[src/rtl/fifo_line_reader_pkg.sv]
// Shared types and defaults for the cache-line FIFO read-side serialiser.
package fifo_line_reader_pkg;

    // Line and word geometry defaults; the line width must match the FIFO data width.
    localparam int unsigned DefCashStrWidth = 64;
    localparam int unsigned DefWordWidth    = 16;
    localparam int unsigned DefIdxWidth     = 2;
    localparam int unsigned DefCntWidth     = 16;

    // Encodings are fixed so the state can be probed against the legacy 2-bit values.
    typedef enum logic [1:0] {
        StIdle = 2'd0,
        StLoad = 2'd1,
        StSend = 2'd2
    } state_e;

    // Maps an emission-order word index onto its physical slot in the line.
    function automatic int unsigned word_slot(input int unsigned idx, input int unsigned words,
                                              input bit msw_first);
        return msw_first ? (words - 1 - idx) : idx;
    endfunction

endpackage

[src/rtl/fifo_line_reader_if.sv]
// Word stream from the line reader toward the CPU-side datapath.
interface fifo_line_reader_if #(
    parameter int unsigned WORD_WIDTH = 16,
    parameter int unsigned IDX_WIDTH  = 2
);
    logic [WORD_WIDTH-1:0] out_data;
    logic                  out_valid;
    logic                  out_ready;
    logic                  out_last;
    logic [IDX_WIDTH-1:0]  out_word_idx;

    modport master (
        output out_data, out_valid, out_last, out_word_idx,
        input  out_ready
    );

    modport slave (
        input  out_data, out_valid, out_last, out_word_idx,
        output out_ready
    );
endinterface

[src/rtl/fifo_line_reader.sv]
// Pops cache lines from the async FIFO and serialises them into words on a valid/ready stream.
module fifo_line_reader
    import fifo_line_reader_pkg::*;
#(
    parameter int unsigned CASH_STR_WIDTH = DefCashStrWidth,
    parameter int unsigned WORD_WIDTH     = DefWordWidth,
    parameter int unsigned IDX_WIDTH      = DefIdxWidth,
    parameter bit          MSW_FIRST      = 1'b0,
    parameter int unsigned CNT_WIDTH      = DefCntWidth
) (
    input  logic                      rd_clk,
    input  logic                      not_reset,
    input  logic                      enable,
    input  logic [CASH_STR_WIDTH-1:0] fifo_dout,
    input  logic                      fifo_empty,
    output logic                      fifo_read,
    fifo_line_reader_if.master        word_if,
    output logic                      busy,
    output logic [CNT_WIDTH-1:0]      lines_read
);

    localparam int unsigned WORDS = CASH_STR_WIDTH / WORD_WIDTH;
    localparam logic [IDX_WIDTH-1:0] LAST_IDX = IDX_WIDTH'(WORDS - 1);

    state_e                    state_q, state_d;
    logic [CASH_STR_WIDTH-1:0] line_buf_q;
    logic [IDX_WIDTH-1:0]      word_idx_q;
    logic [CNT_WIDTH-1:0]      lines_read_q;

    logic sending;
    logic last_word;
    logic handshake;
    logic last_hs;
    int unsigned slot;

    assign sending   = (state_q == StSend);
    assign last_word = (word_idx_q == LAST_IDX);
    assign handshake = sending & word_if.out_ready;
    assign last_hs   = handshake & last_word;

    // State register; reset drops any line in flight.
    always_ff @(posedge rd_clk or negedge not_reset) begin
        if (!not_reset) begin
            state_q <= StIdle;
        end else begin
            state_q <= state_d;
        end
    end

    // Next state: LOAD is a single capture cycle, a pop on the last handshake chains lines.
    always_comb begin
        state_d = state_q;
        unique case (state_q)
            StIdle:  if (fifo_read) state_d = StLoad;
            StLoad:  state_d = StSend;
            StSend:  if (last_hs) state_d = fifo_read ? StLoad : StIdle;
            default: state_d = StIdle;
        endcase
    end

    // Datapath: capture the line, walk the word index, count completed lines.
    always_ff @(posedge rd_clk or negedge not_reset) begin
        if (!not_reset) begin
            line_buf_q   <= '0;
            word_idx_q   <= '0;
            lines_read_q <= '0;
        end else begin
            if (state_q == StLoad) begin
                line_buf_q <= fifo_dout;
                word_idx_q <= '0;
            end else if (handshake && !last_word) begin
                word_idx_q <= word_idx_q + 1'b1;
            end
            if (last_hs) begin
                lines_read_q <= lines_read_q + 1'b1;
            end
        end
    end

    // Outputs: pop request, word mux and status.
    always_comb begin
        slot = word_slot(32'(word_idx_q), WORDS, MSW_FIRST);
        // Reset gates the pop so nothing leaves the FIFO while the block is held in reset.
        fifo_read = not_reset & enable & ~fifo_empty & ((state_q == StIdle) | last_hs);
        word_if.out_valid    = sending;
        word_if.out_data     = WORD_WIDTH'(line_buf_q >> (slot * WORD_WIDTH));
        word_if.out_last     = sending & last_word;
        word_if.out_word_idx = word_idx_q;
        busy                 = (state_q != StIdle);
        lines_read           = lines_read_q;
    end

endmodule

[src/flat_wrapper.sv]
// flat-port wrapper written by rule: the top's interface ports become plain ports
module fifo_line_reader_flat import fifo_line_reader_pkg::*;
#(
    parameter int unsigned CASH_STR_WIDTH = DefCashStrWidth,
    parameter int unsigned WORD_WIDTH     = DefWordWidth,
    parameter int unsigned IDX_WIDTH      = DefIdxWidth,
    parameter bit          MSW_FIRST      = 1'b0,
    parameter int unsigned CNT_WIDTH      = DefCntWidth
)
  (rd_clk, not_reset, enable, fifo_dout, fifo_empty, fifo_read, busy, lines_read, word_if_out_data, word_if_out_valid, word_if_out_last, word_if_out_word_idx, word_if_out_ready);
  fifo_line_reader_if #(.WORD_WIDTH(WORD_WIDTH), .IDX_WIDTH(IDX_WIDTH)) word_if_i ();
  input  logic rd_clk;
  input  logic not_reset;
  input  logic enable;
  input  logic [CASH_STR_WIDTH-1:0] fifo_dout;
  input  logic fifo_empty;
  output logic fifo_read;
  output logic busy;
  output logic [CNT_WIDTH-1:0] lines_read;
  output wire logic [$bits(word_if_i.out_data)-1:0] word_if_out_data;
  output wire logic [$bits(word_if_i.out_valid)-1:0] word_if_out_valid;
  output wire logic [$bits(word_if_i.out_last)-1:0] word_if_out_last;
  output wire logic [$bits(word_if_i.out_word_idx)-1:0] word_if_out_word_idx;
  input wire logic [$bits(word_if_i.out_ready)-1:0] word_if_out_ready;
  assign word_if_out_data = word_if_i.out_data;
  assign word_if_out_valid = word_if_i.out_valid;
  assign word_if_out_last = word_if_i.out_last;
  assign word_if_out_word_idx = word_if_i.out_word_idx;
  assign word_if_i.out_ready = word_if_out_ready;
  fifo_line_reader #(.CASH_STR_WIDTH(CASH_STR_WIDTH), .WORD_WIDTH(WORD_WIDTH), .IDX_WIDTH(IDX_WIDTH), .MSW_FIRST(MSW_FIRST), .CNT_WIDTH(CNT_WIDTH)) u_core (.rd_clk(rd_clk), .not_reset(not_reset), .enable(enable), .fifo_dout(fifo_dout), .fifo_empty(fifo_empty), .fifo_read(fifo_read), .word_if(word_if_i), .busy(busy), .lines_read(lines_read));
endmodule
[config.mk]
export PLATFORM = sky130hd
export DESIGN_NAME = fifo_line_reader_flat
export DESIGN_NICKNAME = d
export VERILOG_FILES = /design/src/rtl/fifo_line_reader_pkg.sv /design/src/rtl/fifo_line_reader_if.sv /design/src/rtl/fifo_line_reader.sv /design/src/flat_wrapper.sv
export SDC_FILE = /design/constraint.sdc
export NUM_CORES = 1
export LEC_CHECK = 0
export CORE_UTILIZATION = 48
export DETAILED_ROUTE_END_ITERATION = 8
export PLACE_DENSITY_LB_ADDON = 0.2
export SYNTH_ARGS = -nofsm -noshare
export SYNTH_HDL_FRONTEND = slang
export SYNTH_SLANG_ARGS = --single-unit
[constraint.sdc]
create_clock -name rd_clk -period 2.18 [get_ports rd_clk]
set_input_delay 0.436 -clock rd_clk [delete_from_list [all_inputs] [get_ports rd_clk]]
set_output_delay 0.436 -clock rd_clk [all_outputs]
set_load 0.1 [all_outputs]
After elaboration in Yosys (flattened, before gate mapping)
Cells that the tools add are included. W data, S select, Z words.

Flip-flop bits (word level): 84. Bits of input ports: 69. Output and inout port bits: 38. Word-level logic and storage cells: 32.

Add/sub/neg operators: 2. Equality and inequality tests: 5. Shift-type cells: 1. Muxes and demuxes: 6. Bitwise logic cells: 8. Reduce and logical (&&, ||, !) cells: 6.

Operator list (number): $shr A64 B6 Y16 (1); $add A16 B1 Y16 const B (1); $mux W2 (4); $and A1 B1 Y1 (6); $pmux W2 S3 (1); $eq A2 B2 Y1 const B (2); $reduce_bool A2 Y1 (2); $add A2 B1 Y2 const B (1); $eq A2 B1 Y1 const B (1); $logic_not A2 Y1 (1); $ne A2 B1 Y1 const B (1); $ne A2 B2 Y1 const B (1); $reduce_and A2 Y1 (1); $logic_and A1 B1 Y1 (1); $logic_not A1 Y1 (1); $mux W1 (1); $not A1 Y1 (1); $or A1 B1 Y1 (1).

Logic depth before layout (Yosys ltp)
Depth in word-level cells: 8. Gate-level depth with buffers: 5. Gate-level depth less buffers: 5.

Least setup slack after synthesis
Ideal clock, no wire load.

Kind: flip-flop to output port. Start: register u_core.word_idx_q[1], in the netlist u_core.word_if.out_word_idx[1]. End: output fifo_read. Arrival time: 6.174 ns. Required time: 1.744 ns. Setup slack: -4.430 ns. Stages on the path, launching flop included: 4. Buffers on the path: 0. Cells stage by stage: dfrtp_1 -> ha_1 -> nand2_1 -> a2111oi_0.

Word-level cells in the longest chain between the ends: 4.

Ends and longest elaborated chain: start: declaration (line fifo_line_reader.sv:27) `logic [IDX_WIDTH-1:0] word_idx_q;`; start signal: assignment (line fifo_line_reader.sv:72) `word_idx_q <= word_idx_q + 1'b1;`; $eq A2 B2 Y1 (line fifo_line_reader.sv:37) `assign last_word = (word_idx_q == LAST_IDX);`; $and A1 B1 Y1 (line fifo_line_reader.sv:39) `assign last_hs = handshake & last_word;`; $or A1 B1 Y1 (line fifo_line_reader.sv:84) `fifo_read = not_reset & enable & ~fifo_empty & ((state_q == StIdle) | last_hs);`; $and A1 B1 Y1 (line fifo_line_reader.sv:84); end: declaration (line flat_wrapper.sv:17) `output logic fifo_read;`.

No other way between the ends.

Final worst setup path
Start: register u_core.word_idx_q[0], in the netlist u_core.word_if.out_word_idx[0]. End: output word_if_out_data[15].

Word-level cells in the longest chain between the ends: 1.

Ends and longest elaborated chain: $shr A64 B6 Y16 (line fifo_line_reader.sv:86) `word_if.out_data = WORD_WIDTH'(line_buf_q >> (slot * WORD_WIDTH));`; end: declaration (line flat_wrapper.sv:20) `output wire logic [$bits(word_if_i.out_data)-1:0] word_if_out_data;`.

No other way between the ends.

==> flow_summary.json <==
{
  "holdWs_ns": 0.1950,
  "synth-seq-area-share": 0.5657,
  "core_um2": 7370,
  "clock-root-buffer": "clkbuf_8",
  "ctsHoldBuffers": 0,
  "grt_pass1_wl_mm": 12.19,
  "skew_ns": 0.006139,
  "cts_htree_levels": 3,
  "worst-path-max-fanout": 7,
  "start_kind": "register",
  "fin_nets": 427,
  "cts_buffers": 9,
  "dp_hpwl_mm": 5.217,
  "tightestPinTransition_ns": 0.5415,
  "clk_latency_ns": 0.34,
  "power_density_nw_per_um2": 1726,
  "initial_utilization": 0.5042,
  "arrival_ns": 1.74,
  "netlist_area_um2": 3716,
  "drive_above_1_share": 0.4401,
  "cp-end-kind": "output pin",
  "ant_nets": 0,
  "syn_inst": 240,
  "min_path_type": "input pin to async pin",
  "min_period_over_period": 0.9959,
  "synthArstFlopShare": 1.000,
  "overflow": 0,
  "wl_per_cell_um": 15.84,
  "die_h_um": 89.99,
  "die_area_um2": 8097,
  "area_growth_pct": 45.19,
  "drt_iter0_drc": 48,
  "slew_headroom": 0.6390,
  "route.detailed.drc": 0,
  "dr_total_vias": 2358,
  "cts.path.max_buffers": 2,
  "grt_max_degree": 45,
  "total_power_uw": 9314,
  "num_io_pins": 107,
  "cts_tree": "yes",
  "sequentialPowerShare": 0.279,
  "clkTransAtPathRegs_ns": 0.08,
  "setup_viol": 0,
  "regToRegSetupSlack_ns": 0.39,
  "pre_cts_ws_ns": 0.01549,
  "syn_nets": 311,
  "required_ns": 1.74,
  "finalHoldViolations": 0,
  "grt_pass1_vias": 2497,
  "peakVddDrop_uv": 1286,
  "r2r_cells": 6,
  "fmax_mhz": 460.6,
  "fillers": 507,
  "ys.flop_type": "dfrtp_1",
  "finalMaxSlewViolations": 0,
  "switching_share": 0.4399,
  "combPwrFrac": 0.598,
  "status": "complete, no violations",
  "netSwitchingPower_uw": 4097,
  "fin_crit_ns": 2.171,
  "synthTopCellsByArea": "dfrtp_1, mux2_2, mux4_2",
  "io_buffers": 106,
  "cts.sinks": 84,
  "diodes": 0,
  "grt_antenna_before_repair": 0,
  "rows": 31,
  "grtUsageTotal": 0.1966,
  "regArea_um2": 2110,
  "die_w_um": 89.99,
  "synth_edf_count": 0,
  "p_clk_frac": 0.123,
  "maxCapViolations": 0,
  "multi_input_area_um2": 1570,
  "syn_avg_cell_area_um2": 15.48,
  "rsz0062_at_grt": "yes",
  "p_leak_uw": 0.002344,
  "dr.pass1.iters": 3,
  "place_congestion": 0.7096,
  "synth-seq-cells": 84,
  "intPower_uw": 5217,
  "synth_cell_types": 30,
  "routed_wl_mm": 7.255,
  "fin_ws_ns": 0.008829,
  "crit_type": "register to output pin",
  "synth_top_area_frac": 0.5657,
  "ys_warn_count": 0,
  "vias_per_cell": 5.148,
  "synth_top_cell_by_area": "dfrtp_1"
}
==> stage by stage <==
stage,instance area (um2),setup TNS (ns),utilization,instances
detailed placement,5140,0,0.6975,439
global route,5395,-0.7601,0.7321,458
CTS,5370,-0.3232,0.7287,455
finish,5395,0,0.7321,458
floorplan,3765,-2.202,-,240
global placement,5140,0,0.6975,439
==> metal layers <==
layer | part of all wire | global-route usage | vias up
met5 | 0 | 0 | -
met4 | 0.013 | 0.09409 | 0
met3 | 0.053 | 0.04653 | 7
met2 | 0.47 | 0.3026 | 66
met1 | 0.46 | 0.2655 | 1183
li1 | - | - | 1102
==> logic make-up (layout without fill, tap and decap cells) <==
kind of cell,Yosys count,count (layout),share of synthesized area
AO/OA/AOI/OAI,8,8,0.01684
XOR/XNOR,14,14,0.03300
adder cells (fa/ha/maj),2,2,0.006733
buffers and inverters,15,134,0.02491
flip-flops,84,84,0.5657
multiplexers,81,81,0.2939
AND/OR/NAND/NOR,36,36,0.05892
==> registers in the layout (all words and copies together) (netlist names) <==
register                     cells
u_core.word_if.out_word_idx      2
u_core.line_buf_q               64
u_core.lines_read               16
u_core.state_q                   2
==> cell usage after synthesis, types with 2 or more instances <==
cell type  count
xnor2_1       12
xor2_1         2
buf_4          6
ha_1           2
a22o_1         3
nor3_4         2
dfrtp_1       84
nor2b_1        2
mux2_2        65
nand4_1        4
nand2_1       15
nand3_1        4
a2111oi_0      2
buf_2          5
mux4_2        16
inv_1          2
==> area by class of cell <==
type / count / area share
timing repair buffer: 118 / 0.2560
multi-input combinational: 141 / 0.2910
clock buffer: 9 / 0.02296
inverter: 2 / 0.001391
sequential: 84 / 0.3910
clock inverter: 5 / 0.01461
tap: 99 / 0.02296
==> path summary, 6_finish.rpt <==
path / startpoint / endpoint
max in group asynchronous: not_reset / u_core.line_buf_q[50]
worst max-delay path: u_core.word_if.out_word_idx[0] / word_if_out_data[15]
worst min register to register: u_core.lines_read[15] / u_core.lines_read[15]
worst max register to register: u_core.word_if.out_word_idx[0] / u_core.lines_read[7]
worst min-delay path: not_reset / u_core.line_buf_q[19]
min in group rd_clk: not_reset / u_core.state_q[0]
==> placed cells by master (no fill, tap or decap), types with 4 or more instances in the layout <==
| cell type | synthesis | routed |
|---|---|---|
| dfrtp_1 | 84 | 82 |
| clkdlybuf4s50_1 | 0 | 66 |
| mux2_2 | 65 | 65 |
| buf_12 | 0 | 26 |
| buf_4 | 6 | 25 |
| mux4_2 | 16 | 16 |
| nand2_1 | 15 | 14 |
| xnor2_1 | 12 | 12 |
| clkbuf_8 | 0 | 9 |
| nand4_1 | 4 | 4 |
| nand3_1 | 4 | 4 |
==> repair_timing <==
action / 4_1_cts / 5_1_grt
pin swaps: 0 / 2
buffers inserted: 2 / 3
setup endpoints to repair: 12 / 16
gates resized for setup: 0 / 1
==> critical path: stages, from the launching register on <==
cell and delay (ns):
dfrtp_4 0.52, buf_12 0.16, mux4_2 0.53, buf_12 0.19
==> power groups by stage <==
stage | Combinational, uW | Clock, uW | Sequential, uW
2_1_floorplan | 3570 | 0 | 2640
3_3_place_gp | 5470 | 0 | 2610
3_5_place_dp | 5520 | 0 | 2650
4_1_cts | 5600 | 1190 | 2600
5_1_grt | 5760 | 1250 | 2690
6_report | 5570 | 1150 | 2590
No activity file was read; power rests on OpenSTA's default activity.
